==> src/rtl/reg_write_sequencer.sv <==
// Command sequencer for the 16-bit FunSel register: turns load/inc/dec/clear commands into
// per-cycle E/FunSel/I drives and tracks a shadow copy. Optional feature: SIGNEXT_LOAD_EN.
module reg_write_sequencer #(
    parameter int unsigned WIDTH = 16
) (
    input  logic             Clock,
    input  logic             Reset,
    input  logic             CmdValid,
    output logic             CmdReady,
    input  logic [1:0]       CmdOp,
    input  logic [WIDTH-1:0] CmdData,
    input  logic [3:0]       CmdCount,
    output logic             E,
    output logic [2:0]       FunSel,
    output logic [WIDTH-1:0] I,
    output logic [WIDTH-1:0] Shadow,
    output logic             Done
);

    localparam int unsigned Half = WIDTH / 2;

    localparam logic [1:0] StIdle  = 2'd0;
    localparam logic [1:0] StWlow  = 2'd1;
    localparam logic [1:0] StWhigh = 2'd2;
    localparam logic [1:0] StStep  = 2'd3;

    localparam logic [1:0] OpLoad = 2'b00;
    localparam logic [1:0] OpInc  = 2'b01;
    localparam logic [1:0] OpDec  = 2'b10;
    localparam logic [1:0] OpClr  = 2'b11;

    localparam logic [2:0] FsDec    = 3'b000;
    localparam logic [2:0] FsInc    = 3'b001;
    localparam logic [2:0] FsHold   = 3'b010;
    localparam logic [2:0] FsClr    = 3'b011;
    localparam logic [2:0] FsLoadLo = 3'b100;
    localparam logic [2:0] FsLoadHi = 3'b110;
    localparam logic [2:0] FsLoadSx = 3'b111;

    localparam logic [WIDTH-1:0] One = WIDTH'(1);

    logic [1:0]       state_q, state_d;
    logic [1:0]       op_q, op_d;
    logic [WIDTH-1:0] data_q, data_d;
    logic [3:0]       cnt_q, cnt_d;
    logic             sext_q, sext_d;
    logic [WIDTH-1:0] shadow_q, shadow_d;
    logic             e_q, e_d;
    logic [2:0]       funsel_q, funsel_d;
    logic [WIDTH-1:0] i_q, i_d;
    logic             done_q, done_d;
    logic             sext_fits;

`ifdef SIGNEXT_LOAD_EN
    // Upper half is a pure sign extension of the lower half: one-cycle load suffices.
    assign sext_fits = (CmdData[WIDTH-1:Half] == {Half{CmdData[Half-1]}});
`else
    assign sext_fits = 1'b0;
`endif

    assign CmdReady = (state_q == StIdle);

    always_comb begin
        state_d  = state_q;
        op_d     = op_q;
        data_d   = data_q;
        cnt_d    = cnt_q;
        sext_d   = sext_q;
        shadow_d = shadow_q;

        case (state_q)
            StIdle: begin
                if (CmdValid) begin
                    op_d    = CmdOp;
                    data_d  = CmdData;
                    cnt_d   = (CmdOp == OpClr) ? 4'd0 : CmdCount;
                    sext_d  = (CmdOp == OpLoad) && sext_fits;
                    state_d = (CmdOp == OpLoad) ? StWlow : StStep;
                end
            end
            StWlow: begin
                if (sext_q) begin
                    shadow_d = data_q;
                    state_d  = StIdle;
                end else begin
                    shadow_d = {{Half{1'b0}}, data_q[Half-1:0]};
                    state_d  = StWhigh;
                end
            end
            StWhigh: begin
                shadow_d = {data_q[WIDTH-1:Half], shadow_q[Half-1:0]};
                state_d  = StIdle;
            end
            StStep: begin
                unique case (op_q)
                    OpInc:   shadow_d = shadow_q + One;
                    OpDec:   shadow_d = shadow_q - One;
                    default: shadow_d = '0;
                endcase
                if (cnt_q == 4'd0) begin
                    state_d = StIdle;
                end else begin
                    cnt_d = cnt_q - 4'd1;
                end
            end
            default: state_d = StIdle;
        endcase
    end

    // Pin drives are registered, so decode them from the state being entered.
    always_comb begin
        e_d      = 1'b0;
        funsel_d = FsHold;
        i_d      = '0;
        case (state_d)
            StWlow: begin
                e_d      = 1'b1;
                funsel_d = sext_d ? FsLoadSx : FsLoadLo;
                i_d      = {{Half{1'b0}}, data_d[Half-1:0]};
            end
            StWhigh: begin
                e_d      = 1'b1;
                funsel_d = FsLoadHi;
                i_d      = data_d;
            end
            StStep: begin
                e_d = 1'b1;
                unique case (op_d)
                    OpInc:   funsel_d = FsInc;
                    OpDec:   funsel_d = FsDec;
                    default: funsel_d = FsClr;
                endcase
            end
            default: ;
        endcase
        done_d = (state_q != StIdle) && (state_d == StIdle);
    end

    always_ff @(posedge Clock or negedge Reset) begin
        if (!Reset) begin
            state_q  <= StIdle;
            op_q     <= OpLoad;
            data_q   <= '0;
            cnt_q    <= 4'd0;
            sext_q   <= 1'b0;
            shadow_q <= '0;
            e_q      <= 1'b0;
            funsel_q <= FsHold;
            i_q      <= '0;
            done_q   <= 1'b0;
        end else begin
            state_q  <= state_d;
            op_q     <= op_d;
            data_q   <= data_d;
            cnt_q    <= cnt_d;
            sext_q   <= sext_d;
            shadow_q <= shadow_d;
            e_q      <= e_d;
            funsel_q <= funsel_d;
            i_q      <= i_d;
            done_q   <= done_d;
        end
    end

    assign E      = e_q;
    assign FunSel = funsel_q;
    assign I      = i_q;
    assign Shadow = shadow_q;
    assign Done   = done_q;

endmodule

==> config.mk <==
export PLATFORM = sky130hd
export DESIGN_NAME = reg_write_sequencer
export DESIGN_NICKNAME = d
export VERILOG_FILES = /design/src/rtl/reg_write_sequencer.sv
export SDC_FILE = /design/constraint.sdc
export NUM_CORES = 1
export LEC_CHECK = 0
export BUFFER_PORTS_ARGS = -buffer_cell sky130_fd_sc_hd__buf_4
export CAP_MARGIN = 40
export CORE_UTILIZATION = 55
export CTS_CLUSTER_DIAMETER = 100
export DETAILED_ROUTE_END_ITERATION = 6
export PLACE_DENSITY = 0.78
export SLEW_MARGIN = 20
export SYNTH_ARGS = -nofsm -noshare
export SYNTH_HDL_FRONTEND = slang
export SYNTH_SLANG_ARGS = --single-unit
==> constraint.sdc <==
create_clock -name Clock -period 6.35 [get_ports Clock]
set_input_delay 1.27 -clock Clock [delete_from_list [all_inputs] [get_ports Clock]]
set_output_delay 1.27 -clock Clock [all_outputs]
set_load 0.005 [all_outputs]
==> results.yml, run 1 <==
run_status:
  status: "completed"
placement:
  dp_hpwl_um: 6224
  gp_congestion: 0.8771
  dp_slack_ns: 2.736
  port_buffers: 62
global_route:
  grtUsageMet1_pct: 39.18
  grt_pass1_vias: 3177
  antenna_found_initial: 0
  grt.busiest_layer: "met2"
  grt_max_degree: 63
  grt_usage_pct: 27.56
  grt_util_met3_pct: 4.720
  grt_overflow: 0
  met2_usage_pct: 42.87
  grt_pass1_wl_um: 15520
logic_synthesis:
  synthAdderAreaFrac_pct: 3.328
  yosys.area_share.simple_pct: 20.13
  syn_avg_cell_area_sq_um: 8.889
  synthTopCellsByArea: "dfrtp_1, nand2_1, a21oi_1"
  yosysTopAreaCell: "dfrtp_1"
  synth_seq_area_share_pct: 41.30
  synth.most_common_cell: "nand2_1"
  synth_seq_cells: 62
  yosysWarnings: 0
  synth_edf_count: 0
  synth_top_family_by_area: "compound AO/OA/AOI/OAI gates"
  synth_area_sq_um: 3760
  synth_top_area_share_pct: 40.60
  synth_ff_type: "dfrtp_1"
  synth_nets: 458
  synthTopCellsByCount: "nand2_1, dfrtp_1, a21oi_1, nor2_1, o21ai_0"
  synth_mux_area_share_pct: 2.429
  synth_compound_area_share_pct: 22.23
  syn_inst: 423
  synthXorXnorAreaFrac_pct: 3.727
  async_reset_ff_share_pct: 100.0
  netlist-cell-type-count: 75
routing:
  wire_per_inst_um: 16.52
  viasPerCell: 5.947
  route.detailed.drc: 0
  drtIter0Drc: 278
  drtAntennaViolNets: 0
  wl_um: 9084
  vias: 3271
  firstDrtPassIters: 7
worst_setup_path:
  critPathLaunchType: "flip-flop"
  crit_type: "flip-flop to flip-flop"
  required_ns: 6.53
  slowest_delay_ns: 0.88
  worstPathCellList: "nor2_1, and2_1, a31oi_1, inv_1, ha_1, o21ai_1, a21oi_1"
  slowest_stage: "dfrtp_1"
  cp.arrival_ns: 3.60
  end_kind: "flip-flop"
  cp_max_fo: 22
power_and_ir_drop:
  internal_power_mw: 1.260
  p_comb_share_pct: 49.9
  power_mw: 2.247
  p_per_area_nw_per_um2: 516.2
  vdd_drop_max_mv: 0.4402
  switchingPower_uw: 986.5
  clkPwrFrac_pct: 15.0
  switching_share_pct: 43.91
  seq_power_share_pct: 35.2
  p_leak_nw: 2.062
sta:
  slew-limit-headroom_pct: 44.89
  fin_ws_ns: 2.934
  min_period_ns: 3.416
  skew_ns: 0.004602
  setup_tns_ns: 0
  hold_viol: 0
  rsz0062_at_grt: "false"
  hold_slack_ns: 0.5246
  final.period_utilization_pct: 53.79
  drv_slew: 0
  fmax_mhz: 292.8
  tightestPinTransition_ns: 0.8266
  finalSetupViolCount: 0
die:
  die_h_um: 84.68
  core_sq_um: 6459
  die_w_um: 84.68
  dieArea_sq_um: 7171
  rows: 29
  ioPinCount: 63
  initial_core_util_pct: 58.21
hold_path:
  min_path_type: "flip-flop to flip-flop"
clocking:
  cts_sinks: 62
  cts_inserted_buffers: 9
  clockBufferDepth: 2
  holdBufCountCts: 0
  postCtsSetupBuffers: 0
  clock_latency_ns: 0.33
  cts.clk_slew.worst_paths_ns: 0.06
  cts_root_buf: "clkbuf_8"
  cts_resized: 0
  cts_tree: "done"
  cts_max_level: 3
layout:
  nets: 505
  area_growth_pct: 15.74
  drive_above_1_share_pct: 20.51
  n_antenna_cell: 0
job:
  max_cap_viol_count: 0
## power groups by stage
| stage | clock network [mW] | registers, mW | logic (mW) |
|---|---|---|---|
| after global routing | 0.358 | 0.820 | 1.24 |
| after CTS | 0.344 | 0.784 | 1.11 |
| final | 0.337 | 0.790 | 1.12 |
| after detailed placement | 0 | 0.787 | 1.10 |
| after floorplan | 0 | 0.659 | 0.910 |
| after global placement | 0 | 0.782 | 1.07 |
## worst paths after layout
kind	from	to	slack (ns)	depth (start not counted)
worst max register to register	state_q[1]$_DFF_PN0_	I[3]$_DFF_PN0_	2.93	7
max in group asynchronous	Reset	FunSel[1]$_DFF_PN1_	5.09	2
min in group asynchronous	Reset	I[3]$_DFF_PN0_	0.74	1
worst min-delay path	data_q[7]$_DFF_PN0_	data_q[7]$_DFF_PN0_	0.52	2
worst max-delay path	state_q[1]$_DFF_PN0_	I[3]$_DFF_PN0_	2.93	7
worst min register to register	data_q[7]$_DFF_PN0_	data_q[7]$_DFF_PN0_	0.52	2
## final cells by class
type	instances	area (sq um)
tap	77	96.34
inverter	17	63.81
fill	538	2107
clock buffer	13	158.9
timing repair buffer	64	500.5
clock inverter	1	30.03
multi-input combinational	316	1949
sequential	62	1553
## routing by layer
metal  share of wire, %  wire length, um
met5                  0                0
met4               0.98               89
met3                5.1              462
met2                 49             4448
met1                 45             4084
## cell families after synthesis
group	count (synthesis)
AO/OA/AOI/OAI	118
XOR/XNOR	16
adder cells (fa/ha/maj)	10
buffers and inverters	45
flip-flops	62
multiplexers	9
AND/OR/NAND/NOR	163
## flip-flops by register name, indices dropped and copies added (netlist names)
| register | cells |
|---|---|
| sext_q | 1 |
| I | 16 |
| E | 1 |
| cnt_q | 4 |
| Shadow | 16 |
| Done | 1 |
| data_q | 16 |
| op_q | 2 |
| state_q | 2 |
| FunSel | 3 |
## worst max-delay path, delay by kind of cell, from the launching register on
family          cells  cell delay (ns)
compound gates      3             1.25
flops               1             0.88
simple gates        2             0.68
fa+ha+maj           1             0.27
buf+inv             1             0.19
## layout by cell type (no fill, tap or decap), types with 2 or more instances in the layout
cell / n
nand2_1: 86
buf_4: 63
dfrtp_1: 61
a21oi_1: 40
nor2_1: 26
o21ai_0: 22
inv_1: 15
nor3_1: 14
xnor2_1: 12
clkbuf_8: 11
ha_1: 10
mux2i_1: 8
o221ai_1: 6
a31oi_1: 5
o22ai_1: 5
xor2_1: 4
and2_1: 4
a311oi_1: 4
or3_1: 3
nand3_1: 3
nand3b_1: 3
and3_1: 3
a32oi_1: 3
nor2b_1: 2
nand2b_1: 2
and3b_1: 2
inv_2: 2
o2bb2ai_1: 2
o211ai_1: 2
o21a_1: 2
o31a_1: 2
o31ai_2: 2
nand4_1: 2
a221oi_1: 2
a21o_1: 2
clkbuf_1: 2
## through the flow
step           util, %  cells  instance area [sq um]
2_1_floorplan        -    423                   3760
3_3_place_gp     64.03    535                   4135
3_5_place_dp     64.03    535                   4135
4_1_cts          66.95    549                   4324
5_1_grt          67.38    550                   4352
6_report         67.38    550                   4352
No activity file was read; power rests on OpenSTA's default activity.
==> run 2: changes to the inputs <==
--- a/config.mk
+++ b/config.mk
@@ -5,12 +5,13 @@
 export SDC_FILE = /design/constraint.sdc
 export NUM_CORES = 1
 export LEC_CHECK = 0
+export ABC_AREA = 1
 export BUFFER_PORTS_ARGS = -buffer_cell sky130_fd_sc_hd__buf_4
 export CAP_MARGIN = 40
 export CORE_UTILIZATION = 55
 export CTS_CLUSTER_DIAMETER = 100
 export DETAILED_ROUTE_END_ITERATION = 6
-export PLACE_DENSITY = 0.78
+export PLACE_DENSITY = 0.79
 export SLEW_MARGIN = 20
 export SYNTH_ARGS = -nofsm -noshare
 export SYNTH_HDL_FRONTEND = slang
==> constraint.sdc (replaced) <==
create_clock -name Clock -period 3.36 [get_ports Clock]
set_input_delay 0.672 -clock Clock [delete_from_list [all_inputs] [get_ports Clock]]
set_output_delay 0.672 -clock Clock [all_outputs]
set_load 0.005 [all_outputs]
==> results.yml, run 2 <==
run_status:
  status: "completed"
logic_synthesis:
  async_reset_ff_share_pct: 100.0
  yosysTopAreaCell: "dfrtp_1"
  synthXorXnorAreaFrac_pct: 3.064
  synth_nets: 492
  synth_compound_area_share_pct: 12.40
  syn_inst: 457
  syn_avg_cell_area_sq_um: 7.685
  synth_seq_cells: 62
  synthTopCellsByArea: "dfrtp_1, nand2_1, inv_1"
  synthTopCellsByCount: "nand2_1, inv_1, dfrtp_1, nor2_1, nand3_1"
  synth_mux_area_share_pct: 0
  netlist-cell-type-count: 35
  synth_top_area_share_pct: 43.46
  synth.most_common_cell: "nand2_1"
  yosys.area_share.simple_pct: 27.61
  synth_area_sq_um: 3512
  synth_top_family_by_area: "simple AND/OR/NAND/NOR gates"
  synth_seq_area_share_pct: 44.21
  synthAdderAreaFrac_pct: 3.563
  yosysWarnings: 0
  synth_edf_count: 0
  synth_ff_type: "dfrtp_1"
sta:
  final.period_utilization_pct: 79.56
  tightestPinTransition_ns: 0.7431
  min_period_ns: 2.673
  hold_viol: 0
  skew_ns: 0.008124
  rsz0062_at_grt: "false"
  finalSetupViolCount: 0
  drv_slew: 0
  setup_tns_ns: 0
  fmax_mhz: 374.1
  slew-limit-headroom_pct: 50.46
global_route:
  grt_util_met3_pct: 5.667
  grt_usage_pct: 27.89
  grt_pass1_wl_um: 13860
  grtUsageMet1_pct: 36.82
  grt_pass1_vias: 3000
  antenna_found_initial: 0
  grt_max_degree: 63
  grt.busiest_layer: "met2"
  grt_overflow: 0
  met2_usage_pct: 46.28
die:
  ioPinCount: 63
  rows: 28
  core_sq_um: 6026
  initial_core_util_pct: 58.28
  die_w_um: 81.91
  die_h_um: 81.91
  dieArea_sq_um: 6709
clocking:
  cts_root_buf: "clkbuf_8"
  cts.clk_slew.worst_paths_ns: 0.08
  cts_max_level: 3
  cts_inserted_buffers: 9
  cts_resized: 0
  clockBufferDepth: 2
  postCtsSetupBuffers: 0
  clock_latency_ns: 0.34
  holdBufCountCts: 0
  cts_tree: "done"
  cts_sinks: 62
layout:
  n_antenna_cell: 0
  nets: 559
  final_common_cell: "nand2_1"
  fill_cells: 473
  multi_input_area_sq_um: 1638
  area_growth_pct: 20.84
  drive_above_1_share_pct: 20.04
  layout_common_cells: "nand2_1, inv_1, buf_4, dfrtp_1, nor2_1"
  regArea_sq_um: 1553
routing:
  firstDrtPassIters: 5
  vias: 3261
  route.detailed.drc: 0
  wl_um: 8587
  viasPerCell: 5.399
  drtIter0Drc: 229
  drtAntennaViolNets: 0
  wire_per_inst_um: 14.22
worst_setup_path:
  critPathLaunchType: "flip-flop"
  required_ns: 3.63
  cp_max_fo: 15
  crit_type: "flip-flop to flip-flop"
  end_kind: "flip-flop"
  slowest_stage: "nor2_1"
  slowest_delay_ns: 0.58
  cp.arrival_ns: 2.94
  cp_common_cell: "nand2_1"
  worstPathCellList: "nor2_1, nand2_1, inv_1, nand2_1, nand3_1, ha_1, inv_1, nand2_1, nor2_1"
placement:
  gp_congestion: 0.8873
  port_buffers: 62
  dp_hpwl_um: 6276
power_and_ir_drop:
  power_mw: 4.244
  vdd_drop_max_mv: 0.5235
  p_per_area_nw_per_um2: 1000
  p_leak_nw: 2.218
hold_path:
  min_path_type: "input pin to asynchronous set/reset pin"
job:
  max_cap_viol_count: 0
## run 2: path summary, 6_finish.rpt
check / startpoint / to / slack, ns / depth (start not counted)
max: state_q[1]$_DFF_PN0_ / I[14]$_DFF_PN0_ / 0.69 / 9
min: Reset / data_q[7]$_DFF_PN0_ / 0.39 / 1
max reg2reg: state_q[1]$_DFF_PN0_ / I[14]$_DFF_PN0_ / 0.69 / 9
min reg2reg: data_q[2]$_DFF_PN0_ / Shadow[2]$_DFFE_PN0P_ / 0.51 / 1
max in group asynchronous: Reset / I[13]$_DFF_PN0_ / 2.48 / 1
min in group Clock: data_q[2]$_DFF_PN0_ / Shadow[2]$_DFFE_PN0P_ / 0.51 / 1
## run 2: where the power goes
group | internal (mW) | total, mW | switching [mW]
sequential | 1.08 | 1.34 | 0.252
clock | 0.347 | 0.659 | 0.312
combinational | 0.894 | 2.25 | 1.35
## run 2: stage by stage
step           instances  util [%]  worst slack, ns  area [sq um]  hold slack, ns
2_1_floorplan        457         -            1.057          3512          0.3764
3_3_place_gp         588     67.15           0.8918          4046          0.4969
3_5_place_dp         588     67.15           0.7732          4046          0.4974
4_1_cts              604     70.43           0.7031          4244          0.4244
5_1_grt              604     70.43           0.3616          4244          0.4523
6_report             604     70.43           0.6868          4244          0.3870
## run 2: logic make-up (layout without fill, tap and decap cells)
group	after synthesis	after routing
XOR/XNOR	8	8
buffers and inverters	80	152
adder cells (fa/ha/maj)	10	10
AND/OR/NAND/NOR	226	226
AO/OA/AOI/OAI	71	71
flip-flops	62	62
## run 2: metal layers
layer | wire length [um] | up-vias | share of wire, %
met4 | 108 | 0 | 1.3
met3 | 417 | 13 | 4.9
met5 | 0 | - | 0
met2 | 4132 | 96 | 48
li1 | - | 1596 | -
met1 | 3928 | 1556 | 46
## run 2: final cells by class
type | count | area share [%]
Clock buffer | 10 | 3.007
Clock inverter | 6 | 1.651
Inverter | 69 | 6.103
Multi-Input combinational cell | 315 | 38.59
Sequential cell | 62 | 36.59
Tap cell | 75 | 2.211
Timing Repair Buffer | 67 | 11.85
## run 2: critical path, delay by kind of cell, from the launching register on
| family | cells | cell delay, ns |
|---|---|---|
| DFF | 1 | 0.44 |
| buffers and inverters | 2 | 0.43 |
| adders and majority gates | 1 | 0.26 |
| and+or+nand+nor | 6 | 1.48 |
==> run 3: changes to the inputs <==
--- a/config.mk
+++ b/config.mk
@@ -8,10 +8,10 @@
 export ABC_AREA = 1
 export BUFFER_PORTS_ARGS = -buffer_cell sky130_fd_sc_hd__buf_4
 export CAP_MARGIN = 40
-export CORE_UTILIZATION = 55
+export CORE_UTILIZATION = 51
 export CTS_CLUSTER_DIAMETER = 100
 export DETAILED_ROUTE_END_ITERATION = 6
-export PLACE_DENSITY = 0.79
+export PLACE_DENSITY = 0.77
 export SLEW_MARGIN = 20
 export SYNTH_ARGS = -nofsm -noshare
 export SYNTH_HDL_FRONTEND = slang
==> constraint.sdc (replaced) <==
create_clock -name Clock -period 2.2 [get_ports Clock]
set_input_delay 0.44 -clock Clock [delete_from_list [all_inputs] [get_ports Clock]]
set_output_delay 0.44 -clock Clock [all_outputs]
set_load 0.005 [all_outputs]
==> results.yml, run 3 (synthesized netlist as in run 2, its figures left out) <==
run_status:
  status: "completed"
global_route:
  grt_usage_pct: 25.49
  antenna_found_initial: 0
  grt_overflow: 0
  grt_pass1_vias: 3078
  grt_pass1_wl_um: 14390
  grt_max_degree: 63
layout:
  drive_above_1_share_pct: 22.74
  n_antenna_cell: 0
  layout_common_cells: "nand2_1, buf_4, inv_1, dfrtp_1, nor2_1"
  multi_input_area_sq_um: 1662
  fin_cells: 618
  nets: 571
  fill_cells: 548
  area_growth_pct: 25.72
  regArea_sq_um: 1553
  final_common_cell: "nand2_1"
  final_util_pct: 67.98
hold_path:
  min_path_type: "input pin to flip-flop"
sta:
  rsz0062_at_grt: "false"
  min_period_ns: 2.009
  skew_ns: 0.008066
  fmax_mhz: 497.7
  hold_viol: 0
  tightestPinTransition_ns: 0.4887
  slew-limit-headroom_pct: 67.30
  final.period_utilization_pct: 91.34
  drv_slew: 0
  finalSetupViolCount: 0
  setup_tns_ns: 0
die:
  die_w_um: 84.99
  die_h_um: 84.99
  rows: 29
  core_sq_um: 6495
  ioPinCount: 63
  dieArea_sq_um: 7222
  initial_core_util_pct: 54.07
routing:
  drtAntennaViolNets: 0
  firstDrtPassIters: 5
  route.detailed.drc: 0
  wire_per_inst_um: 14.14
  vias: 3291
  drtIter0Drc: 186
  wl_um: 8737
  viasPerCell: 5.325
clocking:
  clock_latency_ns: 0.35
  cts.clk_slew.worst_paths_ns: 0.07
  postCtsSetupBuffers: 0
  cts_inserted_buffers: 9
  cts_max_level: 3
  cts_root_buf: "clkbuf_8"
  clockBufferDepth: 2
  cts_sinks: 62
  cts_tree: "done"
power_and_ir_drop:
  switchingPower_mw: 2.981
  vdd_drop_max_mv: 0.9478
  internal_power_mw: 3.814
  seq_power_share_pct: 30.3
  clkPwrFrac_pct: 16.0
  p_comb_share_pct: 53.7
  p_per_area_nw_per_um2: 1539
  p_leak_nw: 2.304
  switching_share_pct: 43.87
placement:
  gp_congestion: 1.025
  dp.cells: 600
  port_buffers: 62
  dp_hpwl_um: 6459
worst_setup_path:
  end_kind: "flip-flop"
  cp.arrival_ns: 2.24
  critPathLaunchType: "flip-flop"
  required_ns: 2.43
  r2r_setup_slack_ns: 0.19
  cp_max_fo: 17
  crit_type: "flip-flop to flip-flop"
job:
  max_cap_viol_count: 0
[run 3: worst max-delay path, stage by stage, from the launching register on]
cell and delay [ns]:
dfrtp_1 0.37, inv_1 0.14, ha_4 0.22, buf_12 0.15, nor2_1 0.05, nor2_1 0.20
nand2_1 0.11, nor2_1 0.18, and2_1 0.16, nand2_1 0.07, nand2_1 0.07, nand2_1 0.05
nand3_1 0.07, nand3_1 0.07
[run 3: final timing paths]
kind                                      from                endpoint  cells after the start
max                          op_q[0]$_DFF_PN0_  Shadow[14]$_DFFE_PN0P_                     13
min                                 CmdData[9]     data_q[9]$_DFF_PN0_                      3
max reg2reg                  op_q[0]$_DFF_PN0_  Shadow[14]$_DFFE_PN0P_                     13
min reg2reg                data_q[6]$_DFF_PN0_   Shadow[6]$_DFFE_PN0P_                      2
max in group asynchronous                Reset     FunSel[1]$_DFF_PN1_                      3
min in group asynchronous                Reset          I[7]$_DFF_PN0_                      2
[run 3: power by group through the flow]
stage          sequential (mW)  combinational, mW  clock (mW)
2_1_floorplan             1.98               2.32           0
3_3_place_gp              2.04               3.46           0
3_5_place_dp              2.06               3.54           0
4_1_cts                   2.04               3.56        1.10
5_1_grt                   2.12               4.09        1.16
6_report                  2.06               3.65        1.09
[run 3: repair_timing]
item	in CTS	in global routing
gates resized for setup	0	7
hold buffers	0	1
endpoints found under the hold margin	0	1
endpoints found under the setup margin	0	26
[run 3: per-layer routing]
| metal | part of all wire (%) | vias up | track usage (%) | wire (um) |
|---|---|---|---|---|
| met1 | 46 | 1538 | 35.82 | 4025 |
| li1 | - | 1627 | - | - |
| met4 | 1.9 | 0 | 9.245 | 162 |
| met2 | 46 | 108 | 38.93 | 4049 |
| met5 | 0 | - | 0 | 0 |
| met3 | 5.7 | 18 | 5.739 | 499 |
[run 3: cell type report]
cell class / count / share of cell area (%)
Multi-Input combinational cell: 315 / 37.63
Sequential cell: 62 / 35.17
Timing Repair Buffer: 79 / 14.22
Inverter: 69 / 5.951
Clock buffer: 10 / 2.890
Tap cell: 77 / 2.182
Clock inverter: 6 / 1.955
[run 3: metrics by stage]
stage	power [mW]	cell area (sq um)	hold slack [ns]	setup WS, ns
final	6.795	4415	0.3596	0.1906
after global routing	7.367	4415	0.3670	0.0001108
after CTS	6.707	4350	0.1904	0.02184
after detailed placement	5.601	4136	0.4964	0.04042
after global placement	5.508	4136	0.4961	0.1157
after floorplan	4.302	3512	0.1444	0.1125
